## src/rtl/age_ctr.sv

```systemverilog
// rtl/age_ctr.sv - per-line age counters with access-granular aging, fill eviction report and EVA epoch pulse
module age_ctr #(
    parameter int k              = 3,
    parameter int j              = 2,
    parameter int A              = 2,
    parameter int accessCtrWidth = 13
) (
    input  logic              clk,
    input  logic              rst,
    input  logic              access,
    input  logic              hit,
    input  logic [4:0]        access_addr,
    output logic [32*k-1:0]   age_1D,
    output logic              update_EVA,
    output logic              evict_valid,
    output logic [k-1:0]      evict_age
);

    localparam logic [k-1:0] AGE_MAX  = '1;
    localparam logic [j-1:0] SET_LAST = j'(A - 1);

    logic [j-1:0]              set_ctr;
    logic [accessCtrWidth-1:0] access_ctr;
    logic                      age_tick;
    logic [k-1:0]              cur_age;

    assign age_tick = access && (set_ctr == SET_LAST);
    assign cur_age  = age_1D[int'(access_addr)*k +: k];

    // Ages are registered, so during an access cycle age_1D still shows the
    // pre-access ages; the evicted age is captured from that same view.
    always_ff @(posedge clk) begin
        if (!rst) begin
            age_1D      <= '0;
            set_ctr     <= '0;
            access_ctr  <= '0;
            update_EVA  <= 1'b0;
            evict_valid <= 1'b0;
            evict_age   <= '0;
        end else begin
            update_EVA  <= access && (&access_ctr);
            evict_valid <= access && !hit;
            if (access) begin
                set_ctr    <= age_tick ? '0 : set_ctr + 1'b1;
                access_ctr <= access_ctr + 1'b1;
                if (!hit) begin
                    evict_age <= cur_age;
                end
                for (int n = 0; n < 32; n++) begin
                    if (n == int'(access_addr)) begin
                        age_1D[n*k +: k] <= '0;
                    end else if (age_tick && (age_1D[n*k +: k] != AGE_MAX)) begin
                        age_1D[n*k +: k] <= age_1D[n*k +: k] + 1'b1;
                    end
                end
            end
        end
    end

endmodule

```

## config.mk

```make
export PLATFORM = sky130hd
export DESIGN_NAME = age_ctr
export DESIGN_NICKNAME = d
export VERILOG_FILES = /design/src/rtl/age_ctr.sv
export SDC_FILE = /design/constraint.sdc
export NUM_CORES = 1
export LEC_CHECK = 0
export CORE_ASPECT_RATIO = 1.4
export CORE_MARGIN = 2
export CORE_UTILIZATION = 35
export CTS_BUF_LIST = sky130_fd_sc_hd__clkbuf_4
export DETAILED_ROUTE_END_ITERATION = 16
export HOLD_SLACK_MARGIN = 0.12
export PLACE_DENSITY_LB_ADDON = 0.12
export SETUP_SLACK_MARGIN = 0.2
export SLEW_MARGIN = 20
export SYNTH_ARGS = -nofsm -noshare
export SYNTH_HDL_FRONTEND = slang
export SYNTH_SLANG_ARGS = --single-unit
```

## constraint.sdc

```tcl
create_clock -name clk -period 2.25 [get_ports clk]
set_clock_uncertainty 0.15 [all_clocks]
set_input_delay 0.3375 -clock clk [delete_from_list [all_inputs] [get_ports clk]]
set_output_delay 0.3375 -clock clk [all_outputs]
set_load 0.05 [all_outputs]
```

**After elaboration in Yosys (flattened, before gate mapping)**

Cells that the tools add are included.

- Logic and storage cells: 306
- Input bits: 9
- RAM bits: 0
- Flip-flop bits (word level): 116
- Memories kept: 0
- Output and inout bits: 101
- Bits in latches: 0
- ROM bits: 0

- Reduce and logical (&&, ||, !) cells: 103
- Add/subtract/negate cells: 34
- Multiplexer cells: 65
- Equal/unequal tests: 64
- Multipliers: 1
- Shift-type cells: 1
- Bitwise logic cells: 1
- Magnitude comparators: 0
- Div/mod/pow operators: 0

Operators by type and width:

| cell | number |
|---|---|
| $mux W3 | 64 |
| $add A3 B1 Y3 const B | 32 |
| $ne A3 B3 Y1 const B | 32 |
| $shiftx A96 B8 Y3 | 1 |
| $eq A5 B5 Y1 const A | 16 |
| $reduce_and A2 Y1 | 33 |
| $reduce_bool A2 Y1 | 32 |
| $eq A4 B5 Y1 const A | 8 |
| $logic_and A1 B1 Y1 | 35 |
| $eq A3 B5 Y1 const A | 4 |
| $add A13 B1 Y13 const B | 1 |
| $reduce_and A13 Y1 | 1 |
| $eq A2 B5 Y1 const A | 2 |
| $mul A5 B2 Y7 const B | 1 |
| $eq A1 B5 Y1 const A | 1 |
| $logic_not A5 Y1 | 1 |
| $add A2 B1 Y2 const B | 1 |
| $eq A2 B1 Y1 const B | 1 |
| $mux W2 | 1 |
| $logic_not A1 Y1 | 1 |
| $not A1 Y1 | 1 |

**Logic depth before layout (Yosys ltp)**

Gate-level depths: netlist of run 1.

- Depth in word-level cells: 5
- Gate-level depth with buffers: 8
- Gate-level depth less buffers: 6

**Worst setup path after synthesis of run 1**

Ideal clock, no wire load.

- Path kind: register to register
- Start point: register age_1D[87]
- End point: register age_1D[87]
- Setup slack: 345 ps
- Cell stages (with the launch flop): 7
- Library setup time: 118 ps
- Data arrival time: 1,637 ps
- Period minus slack after synthesis: 1,905 ps
- Data required time: 1,982 ps
- Buffers on the path: 0
- Path through: dfxtp_1 ha_1 ha_1 nor2_1 o21ai_0 mux2i_1 nor2b_1

- Word-level cells in the longest chain between the ends: 4
- Elaborated cells on any way between the ends: 7

Ends and longest elaborated chain:

| what | RTL line | text |
|---|---|---|
| from (decl) | 13 | `output logic [32*k-1:0] age_1D,` |
| from (signal, indexed assignment) | 53 | `age_1D[n*k +: k] <= age_1D[n*k +: k] + 1'b1;` |
| parallel branches: the longest is 4 deep, another holds $add A3 B1 Y3 | - |  |

Several ways; the timed one is not identified. The select of a mux whose other input is x is not followed.
A chain may end at the register's enable or synchronous reset.

**Worst setup path in the final report of run 1**

- Start point: input port access_addr[0]
- End point: register age_1D[95]

- Word-level cells in the longest chain between the ends: 3
- Elaborated cells on any way between the ends: 4

Ends and longest elaborated chain:

| what | RTL line | text |
|---|---|---|
| from (decl) | 12 | `input logic [4:0] access_addr,` |
| $eq A1 B5 Y1 * | 50 | `if (n == int'(access_addr)) begin` |
| $reduce_bool A2 Y1 (no source line) | - |  |
| $reduce_and A2 Y1 (no source line) | - |  |

Mark *: on every way between the ends. The rest lies on a longest branch, timed or not.

==> results of run 1 <==
==> registers in the layout, summed over array words and instances (netlist names) <==
register	cells
age_1D	96
access_ctr	13
evict_age	3
set_ctr	2
evict_valid	1
update_EVA	1
==> report_power, final <==
part           internal [µW]  switching, µW  total [µW]
clock network            902            833        1730
logic                    298            490         788
registers               2110           73.0        2180
==> worst min-delay path by stage <==
stage          cells past startpoint       start          end  slack [ps]
6_report                           4      access  evict_valid         220
5_1_grt                            4      access  evict_valid         200
4_1_cts                            3      access   set_ctr[1]         180
3_5_place_dp                       2  set_ctr[1]   set_ctr[1]         280
3_3_place_gp                       2  set_ctr[1]   set_ctr[1]         260
2_1_floorplan                      2  set_ctr[1]   set_ctr[1]         260
==> cells by family after synthesis <==
| family | after synthesis | synth area share [%] |
|---|---|---|
| compound gates | 141 | 14.0 |
| xor+xnor | 9 | 1.15 |
| fa+ha+maj | 65 | 11.9 |
| buf+inv | 46 | 3.65 |
| flops | 116 | 33.9 |
| mux | 56 | 11.1 |
| simple gates | 325 | 24.4 |
==> repair_timing <==
action / CTS / global route
endpoints found under the setup margin: 101 / 80
resized for setup: 158 / 113
gates cloned: 0 / 0
endpoints found under the hold margin: 18 / 0
hold buffers: 1 / 0
==> worst register-to-register path, delay by kind of cell, from the launching register on <==
family | cells | cell delay (ps)
AO/OA/AOI/OAI | 3 | 700
multiplexers | 1 | 550
flip-flops | 1 | 380
==> layout by cell type (no fill, tap or decap), types with 15 or more instances in the layout <==
cell	count
buf_4	50
o21ai_1	19
nor2b_1	54
clkdlybuf4s15_2	16
clkbuf_4	20
nor2_1	72
clkdlybuf4s15_1	18
a21boi_0	38
or3_1	17
mux2i_1	34
a22oi_1	30
o21ai_0	23
clkbuf_2	59
ha_1	65
nand3_1	15
nand4_1	37
nor3_1	21
nand2_1	64
dfxtp_1	116
==> routing by layer <==
| layer | routed length [µm] | global-route usage, % | part of all wire, % |
|---|---|---|---|
| met1 | 8930 | 23.8 | 42 |
| met2 | 11100 | 38.0 | 52 |
| met3 | 826 | 4.60 | 3.9 |
| met4 | 543 | 7.60 | 2.5 |
| met5 | 0 | 0 | 0 |
==> stage by stage <==
| step | setup TNS (ps) | cell area [µm²] | utilization (%) |
|---|---|---|---|
| 2_1_floorplan | 0 | 6860 | - |
| 3_3_place_gp | -6990 | 8560 | 44.5 |
| 3_5_place_dp | -10160 | 8560 | 44.5 |
| 4_1_cts | 0 | 8830 | 45.9 |
| 5_1_grt | 0 | 8600 | 44.7 |
| 6_report | 0 | 8600 | 44.7 |
==> layout make-up <==
| cell class | count | area [µm²] | share of cell area (%) |
|---|---|---|---|
| Antenna cell | 1 | 2.50 | 0.0291 |
| Clock buffer | 20 | 150 | 1.75 |
| Clock inverter | 12 | 161 | 1.88 |
| Inverter | 2 | 7.51 | 0.0873 |
| Multi-Input combinational cell | 596 | 4290 | 49.9 |
| Sequential cell | 116 | 2320 | 27.0 |
| Tap cell | 248 | 310 | 3.61 |
| Timing Repair Buffer | 169 | 1360 | 15.8 |
==> impl_metrics.prom, run 1 <==
# TYPE chip_impl_metric gauge
chip_impl_metric{name="antenna_violations_before_repair",unit=""} 1
chip_impl_metric{name="drc",unit=""} 0
chip_impl_info{name="synth_commonest_cells",value="dfxtp_1, nor2_1, ha_1"} 1
chip_impl_info{name="rr_endpoint",value="evict_age[0]"} 1
chip_impl_metric{name="synth_area_per_cell",unit="µm²"} 9.05
chip_impl_metric{name="fp.dieH",unit="µm"} 170
chip_impl_metric{name="drt_iter0_drc",unit=""} 452
chip_impl_metric{name="vdd_drop_max",unit="V"} 0.000281
chip_impl_metric{name="syn-cell-area",unit="µm²"} 6860
chip_impl_info{name="regToRegStartpoint",value="age_1D[51]"} 1
chip_impl_metric{name="ys_seq_area_share",unit="%"} 33.9
chip_impl_metric{name="final_antenna_net_count",unit=""} 0
chip_impl_metric{name="cts.clk_slew.worst_paths",unit="ps"} 110
chip_impl_metric{name="worstPathArrival",unit="ps"} 2260
chip_impl_metric{name="floorplan.die.width",unit="µm"} 122
chip_impl_metric{name="drt-pass1-iter-count",unit=""} 7
chip_impl_info{name="critPathSlowestCell",value="clkdlybuf4s50_1"} 1
chip_impl_metric{name="maxCapViolations",unit=""} 0
chip_impl_info{name="rsz_0062_raised_after_global_routing",value="no"} 1
chip_impl_metric{name="floorplan.die_area",unit="µm²"} 20800
chip_impl_info{name="start_kind",value="input pin"} 1
chip_impl_metric{name="core",unit="µm²"} 19200
chip_impl_metric{name="proportion_of_layout_cells_with_a_drive_suffix_above_1",unit="%"} 21.7
chip_impl_metric{name="numPortBuffers",unit=""} 109
chip_impl_info{name="outcome",value="completed"} 1
chip_impl_metric{name="detailroute.via_count",unit=""} 6334
chip_impl_info{name="end_kind",value="register"} 1
chip_impl_metric{name="yosys.cell_types.count",unit=""} 49
chip_impl_metric{name="detailedPlace.worstSlack",unit="ps"} -297
chip_impl_info{name="startpoint",value="access_addr[0]"} 1
chip_impl_metric{name="final_max_slew_viol_count",unit=""} 0
chip_impl_metric{name="ctsLongestPathBuffers",unit=""} 2
chip_impl_info{name="synth.area.top_cells",value="dfxtp_1, ha_1, mux2i_1, nor2b_1, a21boi_0"} 1
chip_impl_metric{name="cts.sink_count",unit=""} 116
chip_impl_info{name="synth_most_common_cell",value="dfxtp_1"} 1
chip_impl_info{name="ys.flop_type",value="dfxtp_1"} 1
chip_impl_metric{name="gp_congestion",unit=""} 0.849
chip_impl_metric{name="place_hpwl",unit="µm"} 15900
chip_impl_metric{name="number_of_buffer_and_inverter_stages_on_the_critical_path",unit=""} 4
chip_impl_metric{name="timing_worst_slew_pin_value",unit="ps"} 549
chip_impl_info{name="worstSetupPathType",value="in -> reg"} 1
chip_impl_info{name="crit_path_cell_trace",value="clkdlybuf4s50_1, buf_4, buf_4, nand2_1, buf_4, nor2_1, o21ai_0, a22oi_1, nor2b_1"} 1
chip_impl_metric{name="timing.final.ws_setup",unit="ps"} 261
chip_impl_metric{name="floorplan.initialDensity",unit="%"} 35.7
chip_impl_metric{name="cts_buffers",unit=""} 17
chip_impl_metric{name="worst-r2r-setup-slack",unit="ps"} 370
chip_impl_metric{name="globalRoute.totalOverflow",unit=""} 0
chip_impl_metric{name="routed_via_density",unit=""} 5.44
chip_impl_metric{name="num_io_pins",unit=""} 110
chip_impl_info{name="crit_path_frequent_cell",value="buf_4"} 1
chip_impl_info{name="timing.critical_path.max_delay_family",value="buffers and inverters"} 1
chip_impl_metric{name="worst_r2r_path_depth",unit=""} 4
chip_impl_metric{name="area_growth_syn_to_layout",unit="%"} 25.4
chip_impl_metric{name="holdWs",unit="ps"} 224
chip_impl_metric{name="highest_net_fanout_along_the_worst_path",unit=""} 13
chip_impl_metric{name="routed_wirelength",unit="µm"} 21400
chip_impl_metric{name="stdcell_count",unit=""} 1164
chip_impl_metric{name="setup-violations-final",unit=""} 0
chip_impl_metric{name="post-place-cells",unit=""} 1130
chip_impl_metric{name="yosys_warnings",unit=""} 0
chip_impl_metric{name="fillCellCount",unit=""} 1921
chip_impl_metric{name="pwr_density_cell",unit="nW/µm²"} 547
chip_impl_metric{name="grt_pass1_vias",unit=""} 6398
chip_impl_metric{name="grt_util_all_layers",unit="%"} 21.0
chip_impl_metric{name="edff_count_synth",unit=""} 0
chip_impl_metric{name="postSynth.asyncResetShare",unit="%"} 0
chip_impl_metric{name="final_period_minus_worst_setup_slack",unit="ps"} 1990
chip_impl_metric{name="h-tree-depth",unit=""} 4
chip_impl_metric{name="path_depth",unit=""} 9
chip_impl_metric{name="grt_pass1_wl",unit="µm"} 33900
chip_impl_metric{name="rows",unit=""} 60
chip_impl_metric{name="post_cts_setup_buffer_count",unit=""} 0
chip_impl_metric{name="finalNetCount",unit=""} 976
chip_impl_metric{name="timing.slew.headroom",unit="%"} 63.5
chip_impl_metric{name="achievable-frequency",unit="MHz"} 503
chip_impl_metric{name="synthesized_instance_count",unit=""} 758
chip_impl_metric{name="p_total",unit="µW"} 4700
chip_impl_info{name="hp-class",value="in -> reg"} 1
chip_impl_metric{name="avgRoutedWirePerCell",unit="µm"} 18.4
chip_impl_metric{name="data_required_time_at_the_worst_endpoint",unit="ps"} 2520
chip_impl_metric{name="static_leak",unit="µW"} 0.00367
chip_impl_info{name="yosys.area.top_type",value="dfxtp_1"} 1
chip_impl_metric{name="clk_latency",unit="ps"} 530
chip_impl_metric{name="synthDominantCellAreaShare",unit="%"} 33.9
chip_impl_metric{name="synth.ff_latch_count",unit=""} 116
chip_impl_info{name="root_buffer",value="clkbuf_4"} 1
chip_impl_metric{name="layout_worst_path_cycle_share",unit="%"} 88.4
chip_impl_metric{name="timing.final.hold_violations",unit=""} 0
chip_impl_info{name="tritoncts",value="yes"} 1
chip_impl_info{name="cp_endpoint",value="age_1D[95]"} 1
chip_impl_metric{name="syn_nets",unit=""} 832
chip_impl_metric{name="grt_start_max_net_pins",unit=""} 76
chip_impl_metric{name="timing.critical_path.slowest_cell_delay",unit="ps"} 560
No activity file was read; power rests on OpenSTA's default activity.
==> inputs of run 2 (changes only) <==
- ABC_AREA: unset -> 1
- clock period: 2.25 -> 1.8 ns (I/O delays scaled with it)
==> run 2 against run 1 <==
  * Non-clock buffer count increased by 48
  * Global-route usage decreased by 1.3 points
  * Core utilization increased by 3.5 points
  * Critical endpoint is now age_1D[59]
  * Critical path depth unchanged
  * Total power increased by 19%
  * Hold slack improved by 42 ps
  * Critical path type is now reg -> reg
  * Count of clock-buffer cells in the layout increased by 4
  * First-iteration DRC count decreased by 13%
  * Register-to-register slack got worse by 160 ps
  * Largest cell class unchanged
==> impl_metrics.prom, run 2 <==
# TYPE chip_impl_metric gauge
chip_impl_metric{name="maxCapViolations",unit=""} 0
chip_impl_metric{name="achievable-frequency",unit="MHz"} 628
chip_impl_metric{name="synthesized_instance_count",unit=""} 979
chip_impl_metric{name="cts.sink_count",unit=""} 116
chip_impl_metric{name="grt_pass1_vias",unit=""} 6906
chip_impl_info{name="tritoncts",value="yes"} 1
chip_impl_metric{name="highest_net_fanout_along_the_worst_path",unit=""} 8
chip_impl_metric{name="switching_share",unit="%"} 31.5
chip_impl_info{name="min_to",value="age_1D[69]"} 1
chip_impl_metric{name="post-place-cells",unit=""} 1398
chip_impl_metric{name="fillCellCount",unit=""} 2069
chip_impl_info{name="synth_commonest_cells",value="nand2_1, dfxtp_1, a21oi_1"} 1
chip_impl_metric{name="timing.final.hold_violations",unit=""} 0
chip_impl_metric{name="final_max_slew_viol_count",unit=""} 0
chip_impl_metric{name="pwr_density_cell",unit="nW/µm²"} 568
chip_impl_metric{name="drt-pass1-iter-count",unit=""} 4
chip_impl_metric{name="p_comb_share",unit="%"} 20.1
chip_impl_metric{name="worst-r2r-setup-slack",unit="ps"} 210
chip_impl_metric{name="timing.slew.headroom",unit="%"} 62.2
chip_impl_metric{name="static_leak",unit="µW"} 0.00453
chip_impl_metric{name="grt_use_met1",unit="%"} 23.7
chip_impl_metric{name="min_delay_path_depth",unit=""} 6
chip_impl_metric{name="grt_start_max_net_pins",unit=""} 58
chip_impl_metric{name="edff_count_synth",unit=""} 0
chip_impl_info{name="rsz_0062_raised_after_global_routing",value="yes"} 1
chip_impl_metric{name="avgRoutedWirePerCell",unit="µm"} 14.8
chip_impl_info{name="top_usage_layer",value="met2"} 1
chip_impl_metric{name="core",unit="µm²"} 20400
chip_impl_metric{name="detailedPlace.worstSlack",unit="ps"} -379
chip_impl_metric{name="proportion_of_layout_cells_with_a_drive_suffix_above_1",unit="%"} 39.8
chip_impl_metric{name="area_growth_syn_to_layout",unit="%"} 36.4
chip_impl_metric{name="groute.layer.met2.usage",unit="%"} 34.6
chip_impl_metric{name="post_dp_cell_area",unit="µm²"} 9000
chip_impl_info{name="hold_start",value="access_addr[2]"} 1
chip_impl_metric{name="ctsLongestPathBuffers",unit=""} 2
chip_impl_info{name="top_register",value="age_1D"} 1
chip_impl_metric{name="vdd_drop_max",unit="V"} 0.000366
chip_impl_metric{name="tns",unit="ps"} 0
chip_impl_metric{name="numPortBuffers",unit=""} 109
chip_impl_metric{name="routed_wirelength",unit="µm"} 21400
chip_impl_info{name="layout_commonest_cell",value="nand2_1"} 1
chip_impl_metric{name="synth.ff_latch_count",unit=""} 116
chip_impl_metric{name="yosys.cell_types.count",unit=""} 38
chip_impl_metric{name="clk_latency",unit="ps"} 540
chip_impl_info{name="most-common-layout-cells",value="nand2_1, buf_4, a21oi_1, dfxtp_2, buf_6"} 1
chip_impl_metric{name="finish.instance_area",unit="µm²"} 9840
chip_impl_info{name="largest_registers",value="age_1D x96, access_ctr x13, evict_age x3"} 1
chip_impl_metric{name="power.share.clock",unit="%"} 31.3
chip_impl_metric{name="timing.final.ws_setup",unit="ps"} 208
chip_impl_metric{name="floorplan.die.width",unit="µm"} 125
chip_impl_metric{name="floorplan.die_area",unit="µm²"} 21800
chip_impl_metric{name="num_io_pins",unit=""} 110
chip_impl_metric{name="area_used_by_multi_input_combinational_logic",unit="µm²"} 4370
chip_impl_info{name="ys.flop_type",value="dfxtp_1"} 1
chip_impl_metric{name="finalNetCount",unit=""} 1247
chip_impl_metric{name="drc",unit=""} 0
chip_impl_metric{name="grt_util_all_layers",unit="%"} 19.7
chip_impl_metric{name="sequential_power_share",unit="%"} 48.6
chip_impl_metric{name="met3_usage",unit="%"} 4.23
chip_impl_info{name="hp-class",value="in -> reg"} 1
chip_impl_metric{name="largest_reg_flops",unit=""} 96
chip_impl_metric{name="ys_seq_area_share",unit="%"} 32.2
chip_impl_metric{name="grt_pass1_wl",unit="µm"} 34400
chip_impl_metric{name="cts.clk_slew.worst_paths",unit="ps"} 100
chip_impl_metric{name="setup-violations-final",unit=""} 0
chip_impl_info{name="outcome",value="completed"} 1
chip_impl_metric{name="detailroute.via_count",unit=""} 7055
chip_impl_info{name="regToRegStartpoint",value="set_ctr[0]"} 1
chip_impl_metric{name="antenna_violations_before_repair",unit=""} 1
chip_impl_metric{name="data_required_time_at_the_worst_endpoint",unit="ps"} 2060
chip_impl_metric{name="routed_via_density",unit=""} 4.89
chip_impl_info{name="worstSetupPathType",value="reg -> reg"} 1
chip_impl_metric{name="drt_iter0_drc",unit=""} 392
chip_impl_metric{name="p_total",unit="µW"} 5590
chip_impl_metric{name="rows",unit=""} 62
chip_impl_metric{name="yosys_warnings",unit=""} 0
chip_impl_metric{name="synthDominantCellAreaShare",unit="%"} 32.2
chip_impl_metric{name="postSynth.asyncResetShare",unit="%"} 0
chip_impl_info{name="end_kind",value="register"} 1
chip_impl_metric{name="p_int",unit="µW"} 3820
chip_impl_metric{name="final_period_minus_worst_setup_slack",unit="ps"} 1590
chip_impl_metric{name="timing_worst_slew_pin_value",unit="ps"} 566
chip_impl_metric{name="worst_r2r_path_depth",unit=""} 9
chip_impl_metric{name="h-tree-depth",unit=""} 4
chip_impl_metric{name="gp_congestion",unit=""} 0.850
chip_impl_metric{name="fp.dieH",unit="µm"} 174
chip_impl_info{name="synth.area.top_cells",value="dfxtp_1, nand2_1, ha_1, a21oi_1, nand3_1"} 1
chip_impl_info{name="yosys.area.top_type",value="dfxtp_1"} 1
chip_impl_metric{name="syn-cell-area",unit="µm²"} 7210
chip_impl_info{name="synth_most_common_cell",value="nand2_1"} 1
chip_impl_info{name="root_buffer",value="clkbuf_4"} 1
chip_impl_info{name="start_kind",value="register"} 1
chip_impl_metric{name="worstPathArrival",unit="ps"} 1850
chip_impl_metric{name="synth_area_per_cell",unit="µm²"} 7.37
chip_impl_metric{name="floorplan.initialDensity",unit="%"} 35.4
chip_impl_metric{name="globalRoute.totalOverflow",unit=""} 0
chip_impl_metric{name="power_switching",unit="µW"} 1760
chip_impl_metric{name="stdcell_count",unit=""} 1442
chip_impl_metric{name="layout_worst_path_cycle_share",unit="%"} 88.4
chip_impl_metric{name="syn_nets",unit=""} 1053
chip_impl_metric{name="place_hpwl",unit="µm"} 16100
chip_impl_info{name="rr_endpoint",value="age_1D[59]"} 1
chip_impl_metric{name="cts_buffers",unit=""} 17
chip_impl_metric{name="sequential_cell_area",unit="µm²"} 2460
chip_impl_metric{name="final_antenna_net_count",unit=""} 0
==> run 2: cell types whose count changed in the layout (fill, tap and decap cells not counted), moves of 38 or more <==
| cell | delta |
|---|---|
| nand2_1 | +223 |
| a21oi_1 | +103 |
| dfxtp_1 | -100 |
| dfxtp_2 | +95 |
| buf_6 | +72 |
| buf_4 | +69 |
| clkbuf_2 | -59 |
| nor2b_1 | -54 |
| nand3_1 | +49 |
| inv_1 | +48 |
| a21boi_0 | -38 |
==> run 2: worst max-delay path, cell delays in order (launching register included) <==
cell and delay [ps]:
dfxtp_2 340, nand2_2 60, inv_4 70, nand2_8 100, buf_12 160, buf_4 140
o21ai_2 130, nand2_1 110, a21oi_1 150, nor3_1 60
==> run 2: routing by layer <==
metal / part of all wire (%) / vias to the layer above
met1: 44 / 3238
met3: 4.1 / 32
li1: - / 3648
met2: 50 / 137
met4: 1.8 / 0
met5: 0 / -
==> run 2: per-stage QoR <==
stage                     utilization [%]  hold WS [ps]
after floorplan                         -           199
after global placement               44.1           299
after detailed placement             44.1           304
after CTS                            46.6           124
after global routing                 48.2           269
final                                48.2           266
==> run 2: worst max-delay path by stage <==
stage / start / slack (ps) / end / cells past startpoint
5_1_grt: set_ctr[0] / 130 / age_1D[26] / 11
4_1_cts: age_1D[56] / 200 / age_1D[56] / 1
2_1_floorplan: age_1D[48] / 200 / age_1D[48] / 6
6_report: set_ctr[0] / 210 / age_1D[59] / 9
3_3_place_gp: access_addr[1] / -360 / age_1D[25] / 11
3_5_place_dp: access_addr[1] / -380 / age_1D[25] / 11
==> run 2: power groups by stage <==
stage          combinational [µW]  sequential, µW  clock, µW
2_1_floorplan                 500            2940          0
3_3_place_gp                 1050            2770          0
3_5_place_dp                 1060            2770          0
4_1_cts                      1090            2720       1830
5_1_grt                      1220            2730       1920
6_report                     1120            2720       1750
==> run 2: what timing repair did <==
| item | in CTS | in global routing |
|---|---|---|
| hold buffers | 3 | 0 |
| setup buffers | 0 | 9 |
| resized for setup | 82 | 87 |
| pin swaps | 0 | 9 |
| setup endpoints to repair | 126 | 117 |
| endpoints found under the hold margin | 10 | 0 |
==> run 2: cell families (layout without fill, tap and decap cells) <==
family | count (synthesis) | count (layout) | share of synthesized area (%)
simple gates | 469 | 469 | 30.9
fa+ha+maj | 65 | 65 | 11.3
compound gates | 198 | 198 | 16.3
other cells | 0 | 1 | 0
buf+inv | 128 | 334 | 8.97
flops | 116 | 116 | 32.2
xor+xnor | 3 | 3 | 0.364
==> run 2: area by class of cell <==
type / count / area share (%)
multi-input cells: 735 / 44.5
flip-flops and latches: 116 / 25.0
repair buffers: 217 / 21.5
inverters: 86 / 3.37
well taps: 256 / 3.26
clock buffers: 24 / 1.83
clock inverters: 7 / 0.598
diodes: 1 / 0.0254
